--- src/rtl/awgn_stats_mon.sv ---
`timescale 1ns/1ps
// awgn_stats_mon
// Block statistics monitor for the two AWGN generator output channels.
// A run is requested with a single-cycle start. The block then accumulates
// 2^LOG2N accepted sample pairs and reports, per channel:
// - the window mean (signed Q5.11)
// - the mean power, or mean of squares (unsigned Q10.22)
// - the number of samples whose magnitude reaches THRESH
// A one-cycle done pulse accompanies each result update.
//
// Parameters
//   LOG2N   log2 of the window length N (1..16)
//   THRESH  outlier magnitude threshold, unsigned Q5.11
//
// Ports
//   clk                   single rising-edge clock
//   reset                 synchronous active-high reset
//   start                 run request, only honoured while idle
//   in_valid              awgn_in_0/1 carry a sample pair this cycle
//   awgn_in_0, awgn_in_1  signed Q5.11 samples
//   busy                  high while accumulating
//   done                  one-cycle pulse when the result registers update
//   mean_0, mean_1        signed Q5.11 window means
//   pow_0, pow_1          unsigned Q10.22 window mean of squares
//   outl_0, outl_1        outlier counts (LOG2N+1 bits, so N itself fits)

module awgn_stats_mon #(
  parameter int          LOG2N  = 10,
  parameter logic [15:0] THRESH = 16'd6144
) (
  input  logic             clk,
  input  logic             reset,
  input  logic             start,
  input  logic             in_valid,
  input  logic [15:0]      awgn_in_0,
  input  logic [15:0]      awgn_in_1,
  output logic             busy,
  output logic             done,
  output logic [15:0]      mean_0,
  output logic [15:0]      mean_1,
  output logic [31:0]      pow_0,
  output logic [31:0]      pow_1,
  output logic [LOG2N:0]   outl_0,
  output logic [LOG2N:0]   outl_1
);

  // The sum needs LOG2N guard bits above the 16-bit sample. The square sum
  // needs LOG2N bits above the 31-bit worst-case square (2^30 at -32768).
  localparam int SUM_W = 16 + LOG2N;
  localparam int SQ_W  = 31 + LOG2N;
  localparam int CNT_W = LOG2N + 1;
  localparam logic [CNT_W-1:0] CNT_LAST = CNT_W'((1 << LOG2N) - 1);

  typedef enum logic [1:0] {
    IDLE  = 2'd0,
    ACCUM = 2'd1,
    FIN   = 2'd2
  } state_t;

  state_t state;
  state_t state_nxt;

  logic [15:0]       x      [2];
  logic [16:0]       mag    [2];
  logic [30:0]       sqr    [2];
  logic              hit    [2];
  logic [SUM_W-1:0]  x_ext  [2];

  logic [SUM_W-1:0]  sum      [2];
  logic [SQ_W-1:0]   sq       [2];
  logic [CNT_W-1:0]  outl_cnt [2];
  logic [CNT_W-1:0]  cnt;

  logic [15:0]       mean_r [2];
  logic [31:0]       pow_r  [2];
  logic [CNT_W-1:0]  outl_r [2];

  assign x[0] = awgn_in_0;
  assign x[1] = awgn_in_1;

  // Per-channel sample preprocessing, shared by both accumulator lanes.
  // The magnitude is formed at 17 bits so that -32768 maps to +32768
  // rather than wrapping. Squaring the magnitude gives the same result as
  // squaring the signed sample, and it keeps the multiplier unsigned and
  // exactly 31 bits wide.
  always_comb begin
    for (int k = 0; k < 2; k++) begin
      mag[k]   = x[k][15] ? (17'd0 - {1'b1, x[k]}) : {1'b0, x[k]};
      sqr[k]   = 31'(mag[k]) * 31'(mag[k]);
      hit[k]   = (mag[k] >= {1'b0, THRESH});
      x_ext[k] = {{LOG2N{x[k][15]}}, x[k]};
    end
  end

  // State register. The run is abandoned outright on reset, whatever
  // phase it was in.
  always_ff @(posedge clk) begin
    if (reset) begin
      state <= IDLE;
    end else begin
      state <= state_nxt;
    end
  end

  // Next-state and busy decode. A start seen outside IDLE is dropped
  // rather than remembered. The exit from ACCUM is taken on the very cycle
  // that accepts the last sample, so FIN always sees complete accumulators.
  always_comb begin
    state_nxt = state;
    busy      = 1'b0;
    case (state)
      IDLE: begin
        if (start) begin
          state_nxt = ACCUM;
        end
      end
      ACCUM: begin
        busy = 1'b1;
        if (in_valid && (cnt == CNT_LAST)) begin
          state_nxt = FIN;
        end
      end
      FIN: begin
        state_nxt = IDLE;
      end
      default: begin
        state_nxt = IDLE;
      end
    endcase
  end

  // Accumulators, window counter and result registers.
  // IDLE continuously clears the accumulators, so a new run always starts
  // from zero, including a back-to-back run that passes through IDLE for
  // only one cycle. FIN captures the results from the final accumulator
  // values and raises done in the same edge, so done and the new results
  // appear together.
  // The mean is the arithmetic shift of the sum by LOG2N truncated to
  // 16 bits, which is exactly the 16-bit slice above the fraction bits.
  // The power slice is 31 bits wide, so bit 31 of pow is always zero.
  always_ff @(posedge clk) begin
    if (reset) begin
      cnt  <= '0;
      done <= 1'b0;
      for (int k = 0; k < 2; k++) begin
        sum[k]      <= '0;
        sq[k]       <= '0;
        outl_cnt[k] <= '0;
        mean_r[k]   <= '0;
        pow_r[k]    <= '0;
        outl_r[k]   <= '0;
      end
    end else begin
      done <= 1'b0;
      case (state)
        IDLE: begin
          cnt <= '0;
          for (int k = 0; k < 2; k++) begin
            sum[k]      <= '0;
            sq[k]       <= '0;
            outl_cnt[k] <= '0;
          end
        end
        ACCUM: begin
          if (in_valid) begin
            cnt <= cnt + CNT_W'(1);
            for (int k = 0; k < 2; k++) begin
              sum[k]      <= sum[k] + x_ext[k];
              sq[k]       <= sq[k] + SQ_W'(sqr[k]);
              outl_cnt[k] <= outl_cnt[k] + CNT_W'(hit[k]);
            end
          end
        end
        FIN: begin
          done <= 1'b1;
          for (int k = 0; k < 2; k++) begin
            mean_r[k] <= sum[k][LOG2N +: 16];
            pow_r[k]  <= {1'b0, sq[k][LOG2N +: 31]};
            outl_r[k] <= outl_cnt[k];
          end
        end
        default: begin
        end
      endcase
    end
  end

  assign mean_0 = mean_r[0];
  assign mean_1 = mean_r[1];
  assign pow_0  = pow_r[0];
  assign pow_1  = pow_r[1];
  assign outl_0 = outl_r[0];
  assign outl_1 = outl_r[1];

endmodule

--- config.mk ---
export PLATFORM = sky130hd
export DESIGN_NAME = awgn_stats_mon
export DESIGN_NICKNAME = d
export VERILOG_FILES = /design/src/rtl/awgn_stats_mon.sv
export SDC_FILE = /design/constraint.sdc
export NUM_CORES = 1
export LEC_CHECK = 0
export CORE_AREA = 2 2 230 232
export DETAILED_ROUTE_END_ITERATION = 7
export DIE_AREA = 0 0 232 234
export GPL_TIMING_DRIVEN = 0
export PLACE_DENSITY = 0.88
export SETUP_SLACK_MARGIN = 0.4
export SYNTH_ARGS = -nofsm -noshare
export SYNTH_HDL_FRONTEND = slang
export SYNTH_SLANG_ARGS = --single-unit
--- constraint.sdc ---
create_clock -name clk -period 13.13 [get_ports clk]
set_clock_uncertainty 0.15 [all_clocks]
set_input_delay 1.313 -clock clk [delete_from_list [all_inputs] [get_ports clk]]
set_output_delay 1.313 -clock clk [all_outputs]
set_load 0.1 [all_outputs]
Word level (Yosys, flattened, before mapping)
Memory sizes are Yosys's and may differ from the RTL's.
Cells that the tools add are included.
{"block": "word_totals", "out_inout_bits": 120, "ram_bits": 272, "regBits": 14, "in_bits": 36, "memories": 6}
{"memory": "sq", "words": 2, "width": 41, "read_ports": 2, "rd_ports_with_merged_regs": 0, "wr": 2, "line_no": "70", "source": "logic [SQ_W-1:0] sq [2];"}
{"memory": "pow_r", "words": 2, "width": 31, "read_ports": 2, "rd_ports_with_merged_regs": 0, "wr": 2, "line_no": "75", "source": "logic [31:0] pow_r [2];"}
{"memory": "sum", "words": 2, "width": 26, "read_ports": 2, "rd_ports_with_merged_regs": 0, "wr": 2, "line_no": "69", "source": "logic [SUM_W-1:0] sum [2];"}
{"memory": "mean_r", "words": 2, "width": 16, "read_ports": 2, "rd_ports_with_merged_regs": 0, "wr": 2, "line_no": "74", "source": "logic [15:0] mean_r [2];"}
{"memory": "outl_cnt", "words": 2, "width": 11, "read_ports": 2, "rd_ports_with_merged_regs": 0, "wr": 2, "line_no": "71", "source": "logic [CNT_W-1:0] outl_cnt [2];"}
{"memory": "outl_r", "words": 2, "width": 11, "read_ports": 2, "rd_ports_with_merged_regs": 0, "wr": 2, "line_no": "76", "source": "logic [CNT_W-1:0] outl_r [2];"}
{"block": "classes", "n_reduce_logical": 5, "n_mux": 38, "order_cmp": 2, "add_sub_neg": 9, "eq_ne": 6, "bitwise_logic": 18, "mul": 2}
{"operator": "41-bit two-way mux", "count": 4}
{"operator": "26-bit two-way mux", "count": 4}
{"operator": "41-bit by 31-bit adder with 41-bit output", "count": 2}
{"operator": "11-bit two-way mux", "count": 7}
{"operator": "17-bit by 17-bit multiplier with 31-bit output", "count": 2}
{"operator": "31-bit two-way mux", "count": 2}
{"operator": "26-bit adder", "count": 2}
{"operator": "17-bit by 13-bit greater-or-equal comparator with 1-bit output, second input constant", "count": 2}
{"operator": "17-bit two-way mux", "count": 2}
{"operator": "1-bit by 17-bit subtractor with 17-bit output, first input constant", "count": 2}
{"operator": "16-bit two-way mux", "count": 2}
{"operator": "11-bit by 1-bit adder with 11-bit output", "count": 2}
{"operator": "11-bit one-hot mux with 2 select lines", "count": 1}
{"operator": "1-bit OR", "count": 18}
{"operator": "1-bit two-way mux", "count": 13}
{"operator": "11-bit by 1-bit adder with 11-bit output, second input constant", "count": 1}
{"operator": "11-bit by 10-bit equality test with 1-bit output, second input constant", "count": 1}
{"operator": "2-bit inequality test, second input constant", "count": 3}
{"operator": "2-bit two-way mux", "count": 2}
{"operator": "2-bit one-hot mux with 2 select lines", "count": 1}
{"operator": "2-bit AND reduction", "count": 2}
{"operator": "2-bit by 1-bit equality test with 1-bit output, second input constant", "count": 1}
{"operator": "2-bit equality test, second input constant", "count": 1}
{"operator": "2-bit zero test", "count": 1}
{"operator": "other kinds (2)", "count": 2}

Longest topological paths before layout
Gate-level depths: netlist (run 1).
{"block": "logic_depth", "ltp_word": 6, "mapped_depth": 42}

Worst setup path before layout (run 1)
No wires, ideal clock.
{"block": "synth_timing", "kind": "input port to flip-flop", "startpoint": "input port awgn_in_1[0]", "endpoint": "memory sq[0][78] (netlist name), data pin", "arrival_time_ps": 10073, "slack_ps": 2775, "stages": 37, "path_buffers": 1, "required_ps": 12849, "cell_sequence": "buf_6 or4_4 or3_4 nor2_4 inv_2 o21ai_1 xor2_1 nor2_1 fa_1 inv_1 fa_1 fa_1 inv_1 fa_1 fa_1 inv_1 fa_1 inv_1 ha_1 a21o_1 o21bai_1 a21o_1 a21oi_1 o31ai_1 a221o_1 a211oi_1 mux2i_1 nand2_1 ha_1 and3_1 and3_1 and4_1 o21ai_1 a21oi_1 o21ai_1 or4_1 nand2_1"}
{"element": "start, declared", "line_no": "36", "source": "input logic [15:0] awgn_in_1,"}
{"element": "end, declared", "line_no": "70"}

==> results.toml, run 1 <==
[status]
status = "completed"

[critical_path]
path_buf_inv = 8
crit_path_max_fanout = 18
cp-start-kind = "primary input"
critical_path.top_delay_family = "adder cells"
critPathMaxStageDelay_ns = 1.15
cp_common_cell = "fa_1"
cp_data_required_time_ns = 13.29
arrival_ns = 12.42
rr_worst_depth = 10
end_kind = "register"
crit_cells = 32
path_class = "primary input to register"
cpMaxStageDelayCell = "clkdlybuf4s50_1"

[cells_and_area]
final_util_pct = 69.8
area_growth_pct = 12.2
ff_latch_area_um2 = 8450
n_fill_cell = 3758
fin_nets = 4350
multi_input_comb_area_um2 = 21700
final_layout_size_suffix_gt1_share_pct = 3.16

[place]
preCtsSetupSlack_ns = 0.143
place_hpwl_mm = 64.4
numPortBuffers = 152
gp_congestion = 0.978

[floorplanning]
io_pins = 156
die_h_um = 234
fp.coreArea_um2 = 52000
row_count = 84
die_area_um2 = 54300
start_util_pct = 62.2
die_w_um = 232

[clock_tree]
clock-sinks = 286
cts_buffers = 31
clkTransAtPathRegs_ns = 0.07
clockBufferDepth = 3
cts_tree = "yes"
htree_levels = 1
root_buffer = "clkbuf_16"
cts_setup_buffers = 0
clk_latency_ns = 0.60

[synth]
netlist_area_um2 = 32400
synth_edf_count = 272
synth_ff_type = "edfxtp_1"
ys_seq_area_share_pct = 26.1
async_flop_share_pct = 0
ys_types = 86
synth-seq-cells = 286
syn_avg_cell_area_um2 = 9.63
yosysWarnings = 0
syn_inst = 3361

[global_route]
antenna_found_initial = 0
grt_pass1_vias = 25703
grt_pass1_wl_mm = 131
grt_max_degree = 43
grt_usage_pct = 30.6
overflow = 0

[timing]
hold_viol_final = 0
period_needed_ns = 12.25
fin_tns_setup_ns = 0
tightest_slew_ns = 1.29
setup_viol = 0
finalCritPeriodShare_pct = 93.3
slew_violations = 0
rsz0062_at_grt = "false"
fin_ws_ns = 0.876
fmax_mhz = 81.6
slew_headroom_pct = 13.2
holdWs_ns = 0.334

[routing]
post-route-drc-count = 0
drt_first_pass_iters = 7
drt-total-wl_mm = 81.0
wire_per_inst_um = 18.7
via_count = 25021
drt_iter0_drc = 2235
final_antenna_net_count = 0
via_per_inst = 5.77

[worst_hold_path]
worst_hold_path_type = "register to register"
min_path_cells = 2

[flow_run]
drv_cap = 0
## per-stage QoR
stage	instance area, µm²	instances
after floorplan	32600	3427
after global placement	35000	4267
after detailed placement	35200	4274
after CTS	36200	4332
after global routing	36300	4332
final	36300	4333
## path summary, 6_finish.rpt
path | to | start | slack [ns]
max | sq[0][33] | awgn_in_0[15] | 0.88
min | cnt[9] | cnt[9] | 0.33
max reg2reg | sq[0][33] | sq[0][2] | 9.36
min reg2reg | cnt[9] | cnt[9] | 0.33
## per-layer routing
layer / track usage, % / part of all wire [%]
met1: 40.1 / 40
met2: 51.0 / 48
met3: 4.66 / 7.8
met4: 13.0 / 4.8
met5: 0 / 0
## layout by cell type (no fill, tap or decap), types with 8 or more instances in the layout
cell type	synthesis	routed
inv_1	576	576
fa_1	372	372
ha_1	323	323
nor2_1	312	312
edfxtp_1	272	272
nand2_1	249	249
a21oi_1	160	160
clkdlybuf4s50_1	0	152
and2_1	134	134
xnor2_1	111	106
xor2_1	105	100
a21o_1	95	95
o21ai_0	93	93
clkbuf_1	73	77
nand3_1	72	72
conb_1	2	68
nor3_1	45	45
clkbuf_16	0	34
nand4_1	29	29
o21a_1	26	26
o21bai_1	25	24
a31oi_1	24	24
and3_1	23	23
nand2b_1	22	21
nor2b_1	16	16
a211oi_1	16	16
dfxtp_1	14	14
o31ai_1	13	13
or3_1	11	11
or4_1	8	8
clkinv_1	9	8
a21boi_0	8	8
o211ai_1	8	8
## registers in the layout (all words and copies together), names as in the netlist
register	count
outl_cnt	22
done	1
cnt	11
sum	52
pow_r	62
mean_r	32
state	2
sq	82
outl_r	22
## what timing repair did
action | 4_1_cts | 5_1_grt
hold buffers | 0 | 0
endpoints found under the setup margin | 0 | 22
gates resized for setup | 0 | 18
## cells in the mapped netlist, drive strengths merged, types with 5 or more instances
library cell,n,share of area [%]
a2111oi,5,0.14
a211oi,17,0.41
a21boi,8,0.19
a21o,95,2.2
a21oi,160,2.5
a221oi,5,0.14
a31oi,25,0.50
and2,134,2.6
and3,24,0.47
buf,9,0.18
clkbuf,73,0.85
clkinv,9,0.10
dfxtp,14,0.87
edfxtp,272,25
fa,372,23
ha,323,12
inv,583,6.8
nand2,252,2.9
nand2b,22,0.43
nand3,72,1.1
nand4,29,0.56
nor2,315,3.7
nor2b,16,0.31
nor3,45,0.70
nor3b,7,0.16
o211ai,8,0.19
o21a,26,0.60
o21ai,98,1.5
o21bai,25,0.58
o31ai,14,0.37
o41ai,6,0.28
or3,13,0.27
or4,9,0.22
xnor2,112,3.1
xor2,107,2.9
## kinds of logic after synthesis
group	count (synthesis)	synth area share (%)
simple gates	956	13.9
fa+ha+maj	695	35.5
buf+inv	674	7.89
compound gates	526	10.5
flops	286	26.1
xor+xnor	219	5.99
mux	3	0.0927
other cells	2	0.0232
## worst register-to-register path, cell delays in order (launching register included)
cell	delay, ns
edfxtp_1	0.37
ha_1	0.41
nand4_1	0.16
a21oi_1	0.24
o32ai_1	0.19
o31ai_1	0.51
o21ai_0	0.28
a21oi_1	0.44
a41oi_1	0.30
or3_1	0.42
a21oi_1	0.15
## area by class of cell
cell class	instances	area share, %
Antenna cell	1	0.00689
Buffer	82	0.923
Clock buffer	41	2.44
Clock inverter	17	0.523
Inverter	592	6.14
Multi-Input combinational cell	2467	59.8
Sequential cell	286	23.2
Tap cell	688	2.37
Timing Repair Buffer	159	4.57
Power of run 1 is not shown: default switching activity piles up to over one toggle a cycle in this logic, so the estimate is an artifact.
==> run 2, diff against run 1 <==
CAP_MARGIN = 25   (was default)
==> run 2 against run 1 <==
Via count grew 0.42%. Clock-buffer cell count is 1 higher. Register-to-register slack worse by 0.08 ns. Critical path depth grew 5. Routed wire length increased by 0.30%.
==> results.toml, run 2 (synthesized netlist as in run 1, its figures left out) <==
[routing]
wire_per_inst_um = 18.7
drt-total-wl_mm = 81.3
met2_length_mm = 38.9
wl_met1_mm = 31.8
final_antenna_net_count = 0
via_count = 25127
post-route-drc-count = 0
via_per_inst = 5.80
top_layer_used = "met4"
drt_first_pass_iters = 6
wl_met3_mm = 6.74
drt_iter0_drc = 2217

[cells_and_area]
final_util_pct = 69.8
final_layout_size_suffix_gt1_share_pct = 3.15
top_register = "sq"
largest_register_ffs = 82
fin_nets = 4352
final_cell_mix = "inv_1, fa_1, ha_1"
postLayoutCellArea_um2 = 36300
top_regs = "sq x82, pow_r x62, sum x52"
antenna_cells = 0
final_common_cell = "inv_1"
area_growth_pct = 12.1

[global_route]
overflow = 0
grt_pass1_vias = 25797
grt_pass1_wl_mm = 131
antenna_found_initial = 2
grt_usage_pct = 30.7
grt_max_degree = 43

[clock_tree]
root_buffer = "clkbuf_16"
clockBufferDepth = 3
clk_latency_ns = 0.60
hold_buffers = 0
cts_resized = 0
clkTransAtPathRegs_ns = 0.07
cts_buffers = 31
cts_setup_buffers = 0
clock-sinks = 286
htree_levels = 1
cts_tree = "yes"

[critical_path]
cpMaxStageDelayCell = "clkdlybuf4s50_1"
cp_data_required_time_ns = 13.42
path_class = "primary input to register"
end_kind = "register"
crit_path_max_fanout = 11
cp-start-kind = "primary input"
critPathMaxStageDelay_ns = 0.82
path_buf_inv = 9
arrival_ns = 12.51
critical_path.top_delay_family = "adder cells"

[floorplanning]
row_count = 84
fp.coreArea_um2 = 52000
io_pins = 156
start_util_pct = 62.2
die_h_um = 234
die_area_um2 = 54300
die_w_um = 232

[place]
numPortBuffers = 152
placed_cell_area_um2 = 35200
place_hpwl_mm = 64.4
gp_congestion = 0.978

[timing]
slew_headroom_pct = 24.6
rsz0062_at_grt = "true"
finalCritPeriodShare_pct = 93.1
tightest_slew_ns = 1.13
setup_viol = 0
hold_viol_final = 0
fmax_mhz = 81.8
slew_violations = 0
period_needed_ns = 12.23

[worst_hold_path]
worst_hold_path_type = "register to register"

[flow_run]
drv_cap = 0

[status]
status = "completed"
-- run 2: cell count changes in the layout (fill, tap and decap cells not counted), moves of 2 or more --
| cell | delta |
|---|---|
| clkbuf_1 | +3 |
| clkinvlp_4 | +3 |
| buf_4 | +2 |
| bufinv_16 | -2 |
| clkbuf_2 | -2 |
| clkinv_1 | -2 |
-- run 2: worst register-to-register path, cell delays in order (launching register included) --
cell and delay, ns:
edfxtp_1 0.37, ha_1 0.41, nand4_1 0.16, a21oi_1 0.24
o32ai_1 0.19, o31ai_1 0.56, o21ai_0 0.28, a21oi_1 0.44
a41oi_1 0.30, or3_1 0.42, a21oi_1 0.17
-- run 2: layout make-up --
cell class                 count  area (µm²)
buffer                        82         333
clock buffer                  42         891
multi-input combinational   2467       21700
inverter                     592        2230
timing repair buffer         161        1680
tap                          688         861
sequential                   286        8450
fill                        3781       15700
clock inverter                16         141
-- run 2: final timing paths --
kind | start | end | slack [ns] | cells after the start
worst min register to register | cnt[10] | cnt[10] | 0.34 | 2
worst min-delay path | cnt[10] | cnt[10] | 0.34 | 2
worst max-delay path | awgn_in_1[15] | sq[0][80] | 0.90 | 37
worst max register to register | sq[0][2] | sq[0][33] | 9.28 | 10
-- run 2: per-layer routing --
layer	vias up	GRT usage, %
met5	-	0
met4	0	12.8
met3	246	5.18
met2	1152	50.9
met1	12237	40.2
li1	11492	-
-- run 2: per-stage QoR --
stage                     setup WS [ns]  hold WS (ns)  instances  TNS, ns
after CTS                         0.694         0.340       4333        0
final                             0.905         0.336       4334        0
after floorplan                    2.78         0.300       3427        0
after global routing              0.427         0.363       4334        0
after detailed placement         0.0811         0.330       4275        0
after global placement           -0.913         0.309       4267  -139.66
Power of run 2 is left out for the same reason.
==> run 3, diff against run 2 <==
CORE_AREA = 8 8 236 238   (was 2 2 230 232)
DIE_AREA = 0 0 244 246   (was 0 0 232 234)
clock period = 11.3 ns   (was 13.13 ns; I/O delays follow)
==> run 3 against run 2 <==
Setup slack worse by 0.31 ns. Utilization increased by 1.8 points. Via count is 2.0% higher. Clock-buffer cell count unchanged. Global-route usage down 2.7 points. Register-to-register slack worse by 1.6 ns. Sequential share of layout area decreased by 0.60 points. Hold slack gained 0.0042 ns. Final cell count increased by 0.92%. Critical path depth unchanged. Critical path type unchanged. Largest cell class unchanged.
==> results.toml, run 3 (synthesized netlist as in run 1, its figures left out) <==
[floorplanning]
die_h_um = 246
die_w_um = 244
row_count = 84
start_util_pct = 62.2
die_area_um2 = 60000
io_pins = 156
fp.coreArea_um2 = 52000

[routing]
drt_iter0_drc = 2175
drt-total-wl_mm = 85.3
wire_per_inst_um = 19.5
final_antenna_net_count = 0
post-route-drc-count = 0
via_per_inst = 5.86
drt_first_pass_iters = 6
via_count = 25621

[critical_path]
path_buf_inv = 8
cpMaxStageDelayCell = "or4_1"
cp-start-kind = "primary input"
path_class = "primary input to register"
critPathMaxStageDelay_ns = 0.59
cp_data_required_time_ns = 11.44
critical_path.top_delay_family = "adder cells"
cp_common_cell = "fa_1"
crit_path_max_fanout = 8
arrival_ns = 10.84
end_kind = "register"

[clock_tree]
clk_latency_ns = 0.56
htree_levels = 2
clock-sinks = 286
cts_buffers = 35
clkTransAtPathRegs_ns = 0.06
root_buffer = "clkbuf_16"
clockBufferDepth = 3
cts_tree = "yes"

[timing]
period_needed_ns = 10.70
finalCritPeriodShare_pct = 94.7
fin_tns_setup_ns = 0
slew_violations = 0
slew_headroom_pct = 27.4
fmax_mhz = 93.4
tightest_slew_ns = 1.09
setup_viol = 0
rsz0062_at_grt = "true"
hold_viol_final = 0

[cells_and_area]
top_register = "sq"
area_growth_pct = 15.0
largest_register_ffs = 82
layoutNonFillerInstCount = 4374
final_layout_size_suffix_gt1_share_pct = 5.92
n_fill_cell = 3473
final_cell_mix = "inv_1, fa_1, ha_1"
final_common_cell = "inv_1"
postLayoutCellArea_um2 = 37300
fin_nets = 4388
top_regs = "sq x82, pow_r x62, sum x52"

[global_route]
grt_pass1_wl_mm = 135
grt_max_degree = 53
grt_usage_pct = 28.0
grt_pass1_vias = 26384
overflow = 0
antenna_found_initial = 1

[status]
status = "completed"

[place]
place_hpwl_mm = 65.6
numPortBuffers = 152
gp_congestion = 0.972
placed_cell_area_um2 = 35200
dpl.cell_count = 4277

[flow_run]
drv_cap = 0

[worst_hold_path]
worst_hold_path_type = "register to register"
-- run 3: cell types whose count changed in the layout (fill, tap and decap cells not counted), moves of 7 or more --
cell	before	now
a21oi_1	160	153
clkbuf_2	0	11
a21oi_2	0	7
xor2_1	101	92
dlymetal6s2s_1	0	8
clkbuf_1	80	62
clkdlybuf4s50_1	152	142
xor2_4	0	9
buf_4	6	37
-- run 3: stage by stage --
stage | setup slack (ns) | util [%] | hold WS [ns]
after floorplan | 1.13 | - | 0.300
after global placement | -2.73 | 67.3 | 0.311
after detailed placement | -1.81 | 67.7 | 0.326
after CTS | 0.397 | 70.8 | 0.335
after global routing | 0.284 | 71.6 | 0.355
final | 0.598 | 71.6 | 0.341
-- run 3: area by class of cell --
cell class	count	area [µm²]	share of cell area, %
flip-flops and latches	286	8450	22.7
plain buffers	82	364	0.977
inverters	592	2240	6.02
well taps	688	861	2.31
diodes	2	5.00	0.0134
multi-input cells	2467	22100	59.4
repair buffers	193	1990	5.33
clock buffers	42	942	2.53
clock inverters	22	259	0.695
-- run 3: worst paths after layout --
path / from / end / slack, ns / depth (start not counted)
setup / recovery: awgn_in_0[6] / sq[0][37] / 0.60 / 37
hold / removal: cnt[10] / cnt[10] / 0.34 / 2
setup reg to reg: sq[0][3] / sq[0][29] / 7.65 / 11
hold reg to reg: cnt[10] / cnt[10] / 0.34 / 2
-- run 3: routing by layer --
metal	vias up	track usage, %	share of wire, %
li1	11588	-	-
met1	12435	34.5	38
met5	-	0	0
met2	1281	46.3	47
met4	0	14.7	5.8
met3	317	5.91	9.3
-- run 3: repair_timing --
item | in CTS | in global routing
setup buffers | 9 | 22
endpoints found under the setup margin | 45 | 34
resized for setup | 67 | 54
gates cloned | 0 | 0
pin swaps | 4 | 15
hold buffers | 0 | 0
-- run 3: tightest hold or removal path, cell delays in order, from the launching register on --
cell,delay [ns]
dfxtp_1,0.31
o21ai_0,0.07
a21oi_1,0.06
Power of run 3 is left out for the same reason.
